==> config.mk <==
export PLATFORM = sky130hd
export DESIGN_NAME = axi_lite_arbiter2_flat
export DESIGN_NICKNAME = d
export VERILOG_FILES = /design/src/rtl/axi_arb_pkg.sv /design/src/rtl/axi_interf.sv /design/src/rtl/rr_arb2.sv /design/src/rtl/axi_lite_arbiter2.sv /design/src/flat_wrapper.sv
export SDC_FILE = /design/constraint.sdc
export NUM_CORES = 1
export LEC_CHECK = 0
export BUFFER_PORTS_ARGS = -buffer_cell sky130_fd_sc_hd__clkbuf_2
export CAP_MARGIN = 15
export CELL_PAD_IN_SITES_DETAIL_PLACEMENT = 1
export CELL_PAD_IN_SITES_GLOBAL_PLACEMENT = 2
export CORE_AREA = 2 2 179 181
export CTS_CLUSTER_DIAMETER = 120
export DETAILED_ROUTE_END_ITERATION = 8
export DIE_AREA = 0 0 181 183
export PLACE_DENSITY = 0.75
export SETUP_SLACK_MARGIN = 0.1
export SYNTH_ARGS = -nofsm -noshare
export SYNTH_HDL_FRONTEND = slang
export SYNTH_HIERARCHICAL = 1
export SYNTH_SLANG_ARGS = --single-unit
export TNS_END_PERCENT = 5
==> constraint.sdc <==
create_clock -name clk -period 1.36 [get_ports clk]
set_input_delay 0.068 -clock clk [delete_from_list [all_inputs] [get_ports clk]]
set_output_delay 0.068 -clock clk [all_outputs]
set_load 0.01 [all_outputs]
==> src/rtl/axi_arb_pkg.sv <==
// rtl/axi_arb_pkg.sv - shared types for the two-master AXI4-Lite arbiter
package axi_arb_pkg;
    localparam int NUM_MASTERS = 2;

    typedef enum logic [2:0] {IDLE, WR, WR_RESP, RD, RD_DATA} state_t;

    // 0 selects m0, 1 selects m1
    typedef logic owner_t;
endpackage

==> src/rtl/axi_interf.sv <==
// rtl/axi_interf.sv - AXI4-Lite signal bundle with master/slave views
interface axi_interf #(
    parameter int ADDR_WIDTH = 32,
    parameter int DATA_WIDTH = 32
);
    logic [ADDR_WIDTH-1:0]   awaddr;
    logic [2:0]              awprot;
    logic                    awvalid;
    logic                    awready;
    logic [DATA_WIDTH-1:0]   wdata;
    logic [DATA_WIDTH/8-1:0] wstrb;
    logic                    wvalid;
    logic                    wready;
    logic [1:0]              bresp;
    logic                    bvalid;
    logic                    bready;
    logic [ADDR_WIDTH-1:0]   araddr;
    logic [2:0]              arprot;
    logic                    arvalid;
    logic                    arready;
    logic [DATA_WIDTH-1:0]   rdata;
    logic [1:0]              rresp;
    logic                    rvalid;
    logic                    rready;

    modport master (
        output awaddr, awprot, awvalid, wdata, wstrb, wvalid, bready,
        output araddr, arprot, arvalid, rready,
        input  awready, wready, bresp, bvalid, arready, rdata, rresp, rvalid
    );

    modport slave (
        input  awaddr, awprot, awvalid, wdata, wstrb, wvalid, bready,
        input  araddr, arprot, arvalid, rready,
        output awready, wready, bresp, bvalid, arready, rdata, rresp, rvalid
    );
endinterface

==> src/rtl/rr_arb2.sv <==
// rtl/rr_arb2.sv - combinational two-way round-robin pick
module rr_arb2
    import axi_arb_pkg::*;
(
    input  logic [NUM_MASTERS-1:0] req,
    input  owner_t                 last,
    output logic                   gnt_valid,
    output owner_t                 gnt_idx
);
    // On a tie the requester that was not served last wins.
    assign gnt_valid = |req;
    assign gnt_idx   = (req == 2'b11) ? ~last : req[1];
endmodule

==> src/rtl/axi_lite_arbiter2.sv <==
// rtl/axi_lite_arbiter2.sv - two-master to one-slave AXI4-Lite arbiter, one transaction per grant
module axi_lite_arbiter2
    import axi_arb_pkg::*;
#(
    parameter int ADDR_WIDTH = 32,
    parameter int DATA_WIDTH = 32
) (
    input  logic       clk,
    input  logic       reset,
    axi_interf.slave   m0_axi,
    axi_interf.slave   m1_axi,
    axi_interf.master  s_axi,
    output logic [1:0] grant,
    output logic       busy
);
    state_t state, state_nxt;
    owner_t owner, owner_nxt, last, last_nxt;
    logic   aw_done, aw_done_nxt, w_done, w_done_nxt;

    logic [NUM_MASTERS-1:0] req;
    logic                   gnt_valid;
    owner_t                 gnt_idx;
    logic                   active, own0, own1;

    assign req = {m1_axi.awvalid | m1_axi.arvalid, m0_axi.awvalid | m0_axi.arvalid};

    rr_arb2 u_rr_arb2 (
        .req       (req),
        .last      (last),
        .gnt_valid (gnt_valid),
        .gnt_idx   (gnt_idx)
    );

    // Owner-selected master signals
    logic                    sel_awvalid, sel_wvalid, sel_bready, sel_arvalid, sel_rready;
    logic [ADDR_WIDTH-1:0]   sel_awaddr, sel_araddr;
    logic [2:0]              sel_awprot, sel_arprot;
    logic [DATA_WIDTH-1:0]   sel_wdata;
    logic [DATA_WIDTH/8-1:0] sel_wstrb;
    logic                    gnt_awvalid;

    assign sel_awvalid = owner ? m1_axi.awvalid : m0_axi.awvalid;
    assign sel_wvalid  = owner ? m1_axi.wvalid  : m0_axi.wvalid;
    assign sel_bready  = owner ? m1_axi.bready  : m0_axi.bready;
    assign sel_arvalid = owner ? m1_axi.arvalid : m0_axi.arvalid;
    assign sel_rready  = owner ? m1_axi.rready  : m0_axi.rready;
    assign sel_awaddr  = owner ? m1_axi.awaddr  : m0_axi.awaddr;
    assign sel_araddr  = owner ? m1_axi.araddr  : m0_axi.araddr;
    assign sel_awprot  = owner ? m1_axi.awprot  : m0_axi.awprot;
    assign sel_arprot  = owner ? m1_axi.arprot  : m0_axi.arprot;
    assign sel_wdata   = owner ? m1_axi.wdata   : m0_axi.wdata;
    assign sel_wstrb   = owner ? m1_axi.wstrb   : m0_axi.wstrb;
    assign gnt_awvalid = gnt_idx ? m1_axi.awvalid : m0_axi.awvalid;

    // Slave-facing valids/readies, gated so each beat is issued exactly once
    logic fwd_awvalid, fwd_wvalid, fwd_bready, fwd_arvalid, fwd_rready;
    logic aw_hs, w_hs, b_hs, ar_hs, r_hs;

    assign active      = (state != IDLE);
    assign own0        = active & ~owner;
    assign own1        = active & owner;
    assign fwd_awvalid = (state == WR) & ~aw_done & sel_awvalid;
    assign fwd_wvalid  = (state == WR) & ~w_done & sel_wvalid;
    assign fwd_bready  = (state == WR_RESP) & sel_bready;
    assign fwd_arvalid = (state == RD) & sel_arvalid;
    assign fwd_rready  = (state == RD_DATA) & sel_rready;

    assign aw_hs = fwd_awvalid & s_axi.awready;
    assign w_hs  = fwd_wvalid & s_axi.wready;
    assign b_hs  = fwd_bready & s_axi.bvalid;
    assign ar_hs = fwd_arvalid & s_axi.arready;
    assign r_hs  = fwd_rready & s_axi.rvalid;

    always_ff @(posedge clk) begin
        if (reset) begin
            state   <= IDLE;
            owner   <= 1'b0;
            last    <= 1'b1;
            aw_done <= 1'b0;
            w_done  <= 1'b0;
        end else begin
            state   <= state_nxt;
            owner   <= owner_nxt;
            last    <= last_nxt;
            aw_done <= aw_done_nxt;
            w_done  <= w_done_nxt;
        end
    end

    always_comb begin
        state_nxt   = state;
        owner_nxt   = owner;
        last_nxt    = last;
        aw_done_nxt = aw_done;
        w_done_nxt  = w_done;
        case (state)
            IDLE: begin
                if (gnt_valid) begin
                    owner_nxt   = gnt_idx;
                    last_nxt    = gnt_idx;
                    aw_done_nxt = 1'b0;
                    w_done_nxt  = 1'b0;
                    state_nxt   = gnt_awvalid ? WR : RD;
                end
            end
            WR: begin
                aw_done_nxt = aw_done | aw_hs;
                w_done_nxt  = w_done | w_hs;
                if (aw_done_nxt && w_done_nxt) begin
                    state_nxt = WR_RESP;
                end
            end
            WR_RESP: if (b_hs) state_nxt = IDLE;
            RD:      if (ar_hs) state_nxt = RD_DATA;
            RD_DATA: if (r_hs) state_nxt = IDLE;
            default: state_nxt = IDLE;
        endcase
    end

    assign s_axi.awvalid = fwd_awvalid;
    assign s_axi.wvalid  = fwd_wvalid;
    assign s_axi.bready  = fwd_bready;
    assign s_axi.arvalid = fwd_arvalid;
    assign s_axi.rready  = fwd_rready;
    assign s_axi.awaddr  = active ? sel_awaddr : '0;
    assign s_axi.awprot  = active ? sel_awprot : '0;
    assign s_axi.wdata   = active ? sel_wdata  : '0;
    assign s_axi.wstrb   = active ? sel_wstrb  : '0;
    assign s_axi.araddr  = active ? sel_araddr : '0;
    assign s_axi.arprot  = active ? sel_arprot : '0;

    // Responses are broadcast; only the owner ever sees a valid or ready
    assign m0_axi.awready = own0 & (state == WR) & ~aw_done & s_axi.awready;
    assign m0_axi.wready  = own0 & (state == WR) & ~w_done & s_axi.wready;
    assign m0_axi.bvalid  = own0 & (state == WR_RESP) & s_axi.bvalid;
    assign m0_axi.arready = own0 & (state == RD) & s_axi.arready;
    assign m0_axi.rvalid  = own0 & (state == RD_DATA) & s_axi.rvalid;
    assign m0_axi.bresp   = s_axi.bresp;
    assign m0_axi.rdata   = s_axi.rdata;
    assign m0_axi.rresp   = s_axi.rresp;

    assign m1_axi.awready = own1 & (state == WR) & ~aw_done & s_axi.awready;
    assign m1_axi.wready  = own1 & (state == WR) & ~w_done & s_axi.wready;
    assign m1_axi.bvalid  = own1 & (state == WR_RESP) & s_axi.bvalid;
    assign m1_axi.arready = own1 & (state == RD) & s_axi.arready;
    assign m1_axi.rvalid  = own1 & (state == RD_DATA) & s_axi.rvalid;
    assign m1_axi.bresp   = s_axi.bresp;
    assign m1_axi.rdata   = s_axi.rdata;
    assign m1_axi.rresp   = s_axi.rresp;

    assign grant = {own1, own0};
    assign busy  = active;
endmodule

==> src/flat_wrapper.sv <==
// flat-port wrapper written by rule: the top's interface ports become plain ports
module axi_lite_arbiter2_flat import axi_arb_pkg::*;
#(
    parameter int ADDR_WIDTH = 32,
    parameter int DATA_WIDTH = 32
)
  (clk, reset, grant, busy, m0_axi_awaddr, m0_axi_awprot, m0_axi_awvalid, m0_axi_wdata, m0_axi_wstrb, m0_axi_wvalid, m0_axi_bready, m0_axi_araddr, m0_axi_arprot, m0_axi_arvalid, m0_axi_rready, m0_axi_awready, m0_axi_wready, m0_axi_bresp, m0_axi_bvalid, m0_axi_arready, m0_axi_rdata, m0_axi_rresp, m0_axi_rvalid, m1_axi_awaddr, m1_axi_awprot, m1_axi_awvalid, m1_axi_wdata, m1_axi_wstrb, m1_axi_wvalid, m1_axi_bready, m1_axi_araddr, m1_axi_arprot, m1_axi_arvalid, m1_axi_rready, m1_axi_awready, m1_axi_wready, m1_axi_bresp, m1_axi_bvalid, m1_axi_arready, m1_axi_rdata, m1_axi_rresp, m1_axi_rvalid, s_axi_awaddr, s_axi_awprot, s_axi_awvalid, s_axi_wdata, s_axi_wstrb, s_axi_wvalid, s_axi_bready, s_axi_araddr, s_axi_arprot, s_axi_arvalid, s_axi_rready, s_axi_awready, s_axi_wready, s_axi_bresp, s_axi_bvalid, s_axi_arready, s_axi_rdata, s_axi_rresp, s_axi_rvalid);
  axi_interf #(.ADDR_WIDTH(ADDR_WIDTH), .DATA_WIDTH(DATA_WIDTH)) m0_axi_i ();
  axi_interf #(.ADDR_WIDTH(ADDR_WIDTH), .DATA_WIDTH(DATA_WIDTH)) m1_axi_i ();
  axi_interf #(.ADDR_WIDTH(ADDR_WIDTH), .DATA_WIDTH(DATA_WIDTH)) s_axi_i ();
  input  logic clk;
  input  logic reset;
  output logic [1:0] grant;
  output logic busy;
  input wire logic [$bits(m0_axi_i.awaddr)-1:0] m0_axi_awaddr;
  input wire logic [$bits(m0_axi_i.awprot)-1:0] m0_axi_awprot;
  input wire logic [$bits(m0_axi_i.awvalid)-1:0] m0_axi_awvalid;
  input wire logic [$bits(m0_axi_i.wdata)-1:0] m0_axi_wdata;
  input wire logic [$bits(m0_axi_i.wstrb)-1:0] m0_axi_wstrb;
  input wire logic [$bits(m0_axi_i.wvalid)-1:0] m0_axi_wvalid;
  input wire logic [$bits(m0_axi_i.bready)-1:0] m0_axi_bready;
  input wire logic [$bits(m0_axi_i.araddr)-1:0] m0_axi_araddr;
  input wire logic [$bits(m0_axi_i.arprot)-1:0] m0_axi_arprot;
  input wire logic [$bits(m0_axi_i.arvalid)-1:0] m0_axi_arvalid;
  input wire logic [$bits(m0_axi_i.rready)-1:0] m0_axi_rready;
  output wire logic [$bits(m0_axi_i.awready)-1:0] m0_axi_awready;
  output wire logic [$bits(m0_axi_i.wready)-1:0] m0_axi_wready;
  output wire logic [$bits(m0_axi_i.bresp)-1:0] m0_axi_bresp;
  output wire logic [$bits(m0_axi_i.bvalid)-1:0] m0_axi_bvalid;
  output wire logic [$bits(m0_axi_i.arready)-1:0] m0_axi_arready;
  output wire logic [$bits(m0_axi_i.rdata)-1:0] m0_axi_rdata;
  output wire logic [$bits(m0_axi_i.rresp)-1:0] m0_axi_rresp;
  output wire logic [$bits(m0_axi_i.rvalid)-1:0] m0_axi_rvalid;
  input wire logic [$bits(m1_axi_i.awaddr)-1:0] m1_axi_awaddr;
  input wire logic [$bits(m1_axi_i.awprot)-1:0] m1_axi_awprot;
  input wire logic [$bits(m1_axi_i.awvalid)-1:0] m1_axi_awvalid;
  input wire logic [$bits(m1_axi_i.wdata)-1:0] m1_axi_wdata;
  input wire logic [$bits(m1_axi_i.wstrb)-1:0] m1_axi_wstrb;
  input wire logic [$bits(m1_axi_i.wvalid)-1:0] m1_axi_wvalid;
  input wire logic [$bits(m1_axi_i.bready)-1:0] m1_axi_bready;
  input wire logic [$bits(m1_axi_i.araddr)-1:0] m1_axi_araddr;
  input wire logic [$bits(m1_axi_i.arprot)-1:0] m1_axi_arprot;
  input wire logic [$bits(m1_axi_i.arvalid)-1:0] m1_axi_arvalid;
  input wire logic [$bits(m1_axi_i.rready)-1:0] m1_axi_rready;
  output wire logic [$bits(m1_axi_i.awready)-1:0] m1_axi_awready;
  output wire logic [$bits(m1_axi_i.wready)-1:0] m1_axi_wready;
  output wire logic [$bits(m1_axi_i.bresp)-1:0] m1_axi_bresp;
  output wire logic [$bits(m1_axi_i.bvalid)-1:0] m1_axi_bvalid;
  output wire logic [$bits(m1_axi_i.arready)-1:0] m1_axi_arready;
  output wire logic [$bits(m1_axi_i.rdata)-1:0] m1_axi_rdata;
  output wire logic [$bits(m1_axi_i.rresp)-1:0] m1_axi_rresp;
  output wire logic [$bits(m1_axi_i.rvalid)-1:0] m1_axi_rvalid;
  output wire logic [$bits(s_axi_i.awaddr)-1:0] s_axi_awaddr;
  output wire logic [$bits(s_axi_i.awprot)-1:0] s_axi_awprot;
  output wire logic [$bits(s_axi_i.awvalid)-1:0] s_axi_awvalid;
  output wire logic [$bits(s_axi_i.wdata)-1:0] s_axi_wdata;
  output wire logic [$bits(s_axi_i.wstrb)-1:0] s_axi_wstrb;
  output wire logic [$bits(s_axi_i.wvalid)-1:0] s_axi_wvalid;
  output wire logic [$bits(s_axi_i.bready)-1:0] s_axi_bready;
  output wire logic [$bits(s_axi_i.araddr)-1:0] s_axi_araddr;
  output wire logic [$bits(s_axi_i.arprot)-1:0] s_axi_arprot;
  output wire logic [$bits(s_axi_i.arvalid)-1:0] s_axi_arvalid;
  output wire logic [$bits(s_axi_i.rready)-1:0] s_axi_rready;
  input wire logic [$bits(s_axi_i.awready)-1:0] s_axi_awready;
  input wire logic [$bits(s_axi_i.wready)-1:0] s_axi_wready;
  input wire logic [$bits(s_axi_i.bresp)-1:0] s_axi_bresp;
  input wire logic [$bits(s_axi_i.bvalid)-1:0] s_axi_bvalid;
  input wire logic [$bits(s_axi_i.arready)-1:0] s_axi_arready;
  input wire logic [$bits(s_axi_i.rdata)-1:0] s_axi_rdata;
  input wire logic [$bits(s_axi_i.rresp)-1:0] s_axi_rresp;
  input wire logic [$bits(s_axi_i.rvalid)-1:0] s_axi_rvalid;
  assign m0_axi_i.awaddr = m0_axi_awaddr;
  assign m0_axi_i.awprot = m0_axi_awprot;
  assign m0_axi_i.awvalid = m0_axi_awvalid;
  assign m0_axi_i.wdata = m0_axi_wdata;
  assign m0_axi_i.wstrb = m0_axi_wstrb;
  assign m0_axi_i.wvalid = m0_axi_wvalid;
  assign m0_axi_i.bready = m0_axi_bready;
  assign m0_axi_i.araddr = m0_axi_araddr;
  assign m0_axi_i.arprot = m0_axi_arprot;
  assign m0_axi_i.arvalid = m0_axi_arvalid;
  assign m0_axi_i.rready = m0_axi_rready;
  assign m0_axi_awready = m0_axi_i.awready;
  assign m0_axi_wready = m0_axi_i.wready;
  assign m0_axi_bresp = m0_axi_i.bresp;
  assign m0_axi_bvalid = m0_axi_i.bvalid;
  assign m0_axi_arready = m0_axi_i.arready;
  assign m0_axi_rdata = m0_axi_i.rdata;
  assign m0_axi_rresp = m0_axi_i.rresp;
  assign m0_axi_rvalid = m0_axi_i.rvalid;
  assign m1_axi_i.awaddr = m1_axi_awaddr;
  assign m1_axi_i.awprot = m1_axi_awprot;
  assign m1_axi_i.awvalid = m1_axi_awvalid;
  assign m1_axi_i.wdata = m1_axi_wdata;
  assign m1_axi_i.wstrb = m1_axi_wstrb;
  assign m1_axi_i.wvalid = m1_axi_wvalid;
  assign m1_axi_i.bready = m1_axi_bready;
  assign m1_axi_i.araddr = m1_axi_araddr;
  assign m1_axi_i.arprot = m1_axi_arprot;
  assign m1_axi_i.arvalid = m1_axi_arvalid;
  assign m1_axi_i.rready = m1_axi_rready;
  assign m1_axi_awready = m1_axi_i.awready;
  assign m1_axi_wready = m1_axi_i.wready;
  assign m1_axi_bresp = m1_axi_i.bresp;
  assign m1_axi_bvalid = m1_axi_i.bvalid;
  assign m1_axi_arready = m1_axi_i.arready;
  assign m1_axi_rdata = m1_axi_i.rdata;
  assign m1_axi_rresp = m1_axi_i.rresp;
  assign m1_axi_rvalid = m1_axi_i.rvalid;
  assign s_axi_awaddr = s_axi_i.awaddr;
  assign s_axi_awprot = s_axi_i.awprot;
  assign s_axi_awvalid = s_axi_i.awvalid;
  assign s_axi_wdata = s_axi_i.wdata;
  assign s_axi_wstrb = s_axi_i.wstrb;
  assign s_axi_wvalid = s_axi_i.wvalid;
  assign s_axi_bready = s_axi_i.bready;
  assign s_axi_araddr = s_axi_i.araddr;
  assign s_axi_arprot = s_axi_i.arprot;
  assign s_axi_arvalid = s_axi_i.arvalid;
  assign s_axi_rready = s_axi_i.rready;
  assign s_axi_i.awready = s_axi_awready;
  assign s_axi_i.wready = s_axi_wready;
  assign s_axi_i.bresp = s_axi_bresp;
  assign s_axi_i.bvalid = s_axi_bvalid;
  assign s_axi_i.arready = s_axi_arready;
  assign s_axi_i.rdata = s_axi_rdata;
  assign s_axi_i.rresp = s_axi_rresp;
  assign s_axi_i.rvalid = s_axi_rvalid;
  axi_lite_arbiter2 #(.ADDR_WIDTH(ADDR_WIDTH), .DATA_WIDTH(DATA_WIDTH)) u_core (.clk(clk), .reset(reset), .m0_axi(m0_axi_i), .m1_axi(m1_axi_i), .s_axi(s_axi_i), .grant(grant), .busy(busy));
endmodule
# [Word level (Yosys, flattened, before mapping)]
# Index checks and enable logic that the tools add are counted.
[word_totals] ff_bits=7 output_inout_bits=196 wordCells=96
[classes] n_eq_ne=10 muxes=29 bitwise=44 n_reduce_logical=8
[ops] op="$mux W32" count=6
[ops] op="$and A1 B1 Y1" count=36
[ops] op="$mux W3" count=9
[ops] op="$pmux W3 S5" count=1
[ops] op="$mux W1" count=8
[ops] op="$mux W4" count=2
[ops] op="$ne A2 B1 Y1 const B" count=4
[ops] op="$eq A3 B2 Y1 const B" count=2
[ops] op="$reduce_and A5 Y1" count=1
[ops] op="$not A1 Y1" count=4
[ops] op="$or A1 B1 Y1" count=4
[ops] op="$pmux W1 S2" count=2
[ops] op="$reduce_and A2 Y1" count=2
[ops] op="$eq A3 B1 Y1 const B" count=1
[ops] op="$eq A3 B3 Y1 const B" count=1
[ops] op="$logic_not A3 Y1" count=1
[ops] op="$reduce_bool A3 Y1" count=1
[ops] op="$eq A2 B2 Y1 const B" count=1
[ops] op="$mux W2" count=1
[ops] op="$ne A2 B2 Y1 const B" count=1
[ops] op="$reduce_bool A2 Y1" count=1
[ops] op="$reduce_or A2 Y1" count=1
[ops] op="$logic_and A1 B1 Y1" count=1

# [Depth between registers and ports, before layout]
[logic_depth] depth_word=8 ltp_mapped=6 ltp_nobuf=6

# [Hierarchy]
# Netlist, hierarchy kept.
[modules_own_cells] mod="axi_lite_arbiter2" instances=1 cells_per_inst=387 area_per_inst_um2=2725.1 seq_area_each_um2=140.1
[modules_own_cells] mod="rr_arb2" instances=1 cells_per_inst=2 area_per_inst_um2=13.8 seq_area_each_um2=0.0

# [Worst setup path before layout]
# OpenSTA, ideal clock, no wires.
[synth_timing] path_type="flip-flop to output port" start="register u_core.state[1]" end="output port grant[0]" arrival_time_ns=1.298 required_ns=1.292 path_slack_ns=-0.006 path_stages_with_launch=7 path_buffers=4 path_cell_list="dfxtp_1 > buf_6 > nor3_1 > buf_2 > buf_2 > nor2_1 > buf_4"
[synth_via] elab_chain_cells=2
[synth_rtl] element="start: declaration" line_no="axi_lite_arbiter2.sv:16" text="state_t state, state_nxt;"
[synth_rtl] element="start signal: assignment" line_no="axi_lite_arbiter2.sv:82" text="state <= state_nxt;"
[synth_rtl] element="$reduce_bool A3 Y1" line_no="axi_lite_arbiter2.sv:59" text="assign active = (state != IDLE);"
[synth_rtl] element="$and A1 B1 Y1" line_no="axi_lite_arbiter2.sv:60" text="assign own0 = active & ~owner;"
[synth_rtl] element="end: declaration" line_no="flat_wrapper.sv:13" text="output logic [1:0] grant;"
# No other way between the ends.

# [Worst setup path in the final report]
[layout_timing] start="register u_core.state[1]" end="output port m1_axi_awready"
[layout_via] elab_chain_cells=5
[layout_rtl] element="$reduce_bool A3 Y1" line_no="axi_lite_arbiter2.sv:59"
[layout_rtl] element="$and A1 B1 Y1" line_no="axi_lite_arbiter2.sv:61" text="assign own1 = active & owner;"
[layout_rtl] element="$and A1 B1 Y1 (*) (3 in series)" line_no="axi_lite_arbiter2.sv:142" text="assign m1_axi.awready = own1 & (state == WR) & ~aw_done & s_axi.awready;"
[layout_rtl] element="end: declaration" line_no="flat_wrapper.sv:45" text="output wire logic [$bits(m1_axi_i.awready)-1:0] m1_axi_awready;"
# Every way passes the cells marked *; elsewhere a longest branch is shown, timed or not.

==> impl_metrics.env <==
export IMPL_synthAdderAreaFrac_pct=0
export IMPL_fin_nets=969
export IMPL_antenna_found_initial=2
export IMPL_grt_pass1_vias=3830
export IMPL_synth_largest_area_cell="mux2i_1"
export IMPL_worst_slew_pin_slew_ns=0.276
export IMPL_synth_most_common_cell="nor2_1"
export IMPL_rsz0062_at_grt="true"
export IMPL_cp_data_arrival_time_ns=1.51
export IMPL_yosys_area_share_simple_pct=22.5
export IMPL_wl_per_cell_um=14.3
export IMPL_die_area_um2=33100
export IMPL_cp_max_fo=9
export IMPL_antenna_left=0
export IMPL_area_growth_pct=91.7
export IMPL_syn_avg_cell_area_um2=7.04
export IMPL_num_vias=3756
export IMPL_cellPowerDensity_nw_per_um2=1570
export IMPL_synth_compound_area_share_pct=4.48
export IMPL_slew_headroom_pct=81.3
export IMPL_cts_tree="built"
export IMPL_fin_ws_ns=-0.219
export IMPL_grt_pass1_wl_um=22400
export IMPL_drv_cap=0
export IMPL_synth_main_ff_cell="dfxtp_1"
export IMPL_ctsHoldBuffers=0
export IMPL_dieHeight_um=183
export IMPL_violations="setup timing"
export IMPL_finalCritPeriodShare_pct=116
export IMPL_ys_warn_count=6
export IMPL_dp_cells=1080
export IMPL_dp_hpwl_um=12900
export IMPL_syn_num_nets=654
export IMPL_critPathKind="flip-flop to primary output"
export IMPL_synthCells=389
export IMPL_p_sw_share_pct=48.1
export IMPL_p_int_mw=4.27
export IMPL_ir_worst_vdd_v=0.000650
export IMPL_p_clk_share_pct=6.2
export IMPL_synth_area_top_cells="mux2i_1, buf_4, nor2_1"
export IMPL_ys_ff_latch=7
export IMPL_dr_pass1_iters=4
export IMPL_syn_area_um2=2740
export IMPL_startpoint_type="flip-flop"
export IMPL_seq_power_share_pct=4.6
export IMPL_cts_buffers=3
export IMPL_clock_path_buffers=2
export IMPL_drt_total_wl_um=15900
export IMPL_cp_required_ns=1.29
export IMPL_core_um2=31200
export IMPL_maxSlewViolCount=0
export IMPL_comb_power_share_pct=89.2
export IMPL_synth_top_family_by_area="multiplexers"
export IMPL_io_buffers=352
export IMPL_seq_area_frac_synth_pct=5.12
export IMPL_power_switching_mw=3.96
export IMPL_track_usage_pct=8.64
export IMPL_p_leak_nw=2.67
export IMPL_synth_common_cells="nor2_1, mux2i_1, buf_4, buf_2, nand2_1"
export IMPL_placement_rows=65
export IMPL_fin_skew_ns=0.00109
export IMPL_max_freq_mhz=633
export IMPL_async_reset_ff_share_pct=0
export IMPL_cts_sinks=7
export IMPL_instances_no_fill=1107
export IMPL_clk_latency_ns=0.23
export IMPL_hold_viol=0
export IMPL_drive_gt1_share_pct=63.7
export IMPL_endpoint_kind="primary output"
export IMPL_synth_edf_count=0
export IMPL_synthMuxAreaShare_pct=41.4
export IMPL_root_buffer="clkbuf_16"
export IMPL_post_route_drc_count=0
export IMPL_period_needed_ns=1.58
export IMPL_gr_total_overflow=0
export IMPL_vias_per_cell=3.39
export IMPL_synth_cell_types=32
export IMPL_synthXorXnorAreaFrac_pct=0
export IMPL_die_w_um=181
export IMPL_netlist_area_leader_share_pct=40.2
export IMPL_setup_viol=125
export IMPL_drt_iter0_drc=100
export IMPL_grt_max_degree=29
export IMPL_routabilityCongestion=0.755
export IMPL_htree_levels=1
export IMPL_io_pins=461
export IMPL_hold_ws_ns=0.112
export IMPL_hp_class="primary input to flip-flop"
export IMPL_status="finished with violations"
export IMPL_clkSlewWorstSetupHoldPaths_ns=0.04
export IMPL_start_util_pct=8.77
export IMPL_fin_tns_setup_ns=-21.59
[final timing paths]
path,startpoint,end,slack (ns),cells past startpoint
setup / recovery,u_core/state[1]$_SDFFE_PP0P_,m1_axi_awready,-0.22,5
hold / removal,reset,u_core/owner$_SDFFE_PP0P_,0.11,2
setup reg to reg,u_core/owner$_SDFFE_PP0P_,u_core/state[1]$_SDFFE_PP0P_,-0.16,5
hold reg to reg,u_core/last$_SDFFE_PP1P_,u_core/last$_SDFFE_PP1P_,0.49,2
[flip-flops by register name, indices dropped and copies added, names as in the netlist]
name            count
u_core/state        3
u_core/w_done       1
u_core/last         1
u_core/aw_done      1
u_core/owner        1
[placed cells by master (no fill, tap or decap), drive strengths merged, types with 4 or more instances in the layout]
master,count
dfxtp,7
nor2,121
inv,6
buf,63
mux2i,110
clkbuf,352
nand2,8
nor3,4
[worst max-delay path, cell delays in order, from the launching register on]
cell and delay (ns):
dfxtp_4 0.38, or3b_4 0.42, nor2_4 0.18, nand2_2 0.08
nor2_1 0.08, buf_2 0.13
[power by group through the flow]
stage / Combinational [mW] / Sequential, mW / Clock (mW)
floorplan: 3.68 / 0.290 / 0
global placement: 6.26 / 0.366 / 0
detailed placement: 6.31 / 0.372 / 0
CTS: 7.02 / 0.401 / 0.518
global route: 7.96 / 0.386 / 0.536
finish: 7.35 / 0.375 / 0.512
[layout make-up]
class	count	area (um2)
Sequential cell	7	153
Antenna cell	2	5.00
Inverter	6	22.5
Clock buffer	4	78.8
Tap cell	402	503
Multi-Input combinational cell	275	2000
Fill cell	3870	26000
Timing Repair Buffer	411	2490
[per-stage QoR]
stage               utilization [%]  area (um2)  total power, mW  setup slack (ns)
floorplan                         -        2750             3.97           0.00796
global placement               15.1        4700             6.62            -0.182
detailed placement             15.1        4700             6.68            -0.181
CTS                            16.2        5070             7.94            -0.248
global route                   16.8        5250             8.88            -0.300
finish                         16.8        5250             8.23            -0.219
[kinds of logic (layout without fill, tap and decap cells)]
kind of cell,Yosys count,in the layout
AND/OR/NAND/NOR,148,148
flip-flops,7,7
multiplexers,113,113
other,0,2
buffers and inverters,107,421
AO/OA/AOI/OAI,14,14
[metal layers]
| metal | vias to the layer above | track usage [%] | share of wire (%) |
|---|---|---|---|
| met1 | 1712 | 9.88 | 39 |
| met5 | - | 0 | 0 |
| met2 | 150 | 16.1 | 52 |
| li1 | 1851 | - | - |
| met4 | 0 | 2.54 | 2.6 |
| met3 | 43 | 1.87 | 6.5 |
[what timing repair did]
item | in CTS | in global routing
pin swaps | 4 | 4
setup endpoints to repair | 131 | 131
setup buffers | 8 | 9
resized for setup | 36 | 24
cloned | 3 | 1
(Power assumes the default switching activity.)
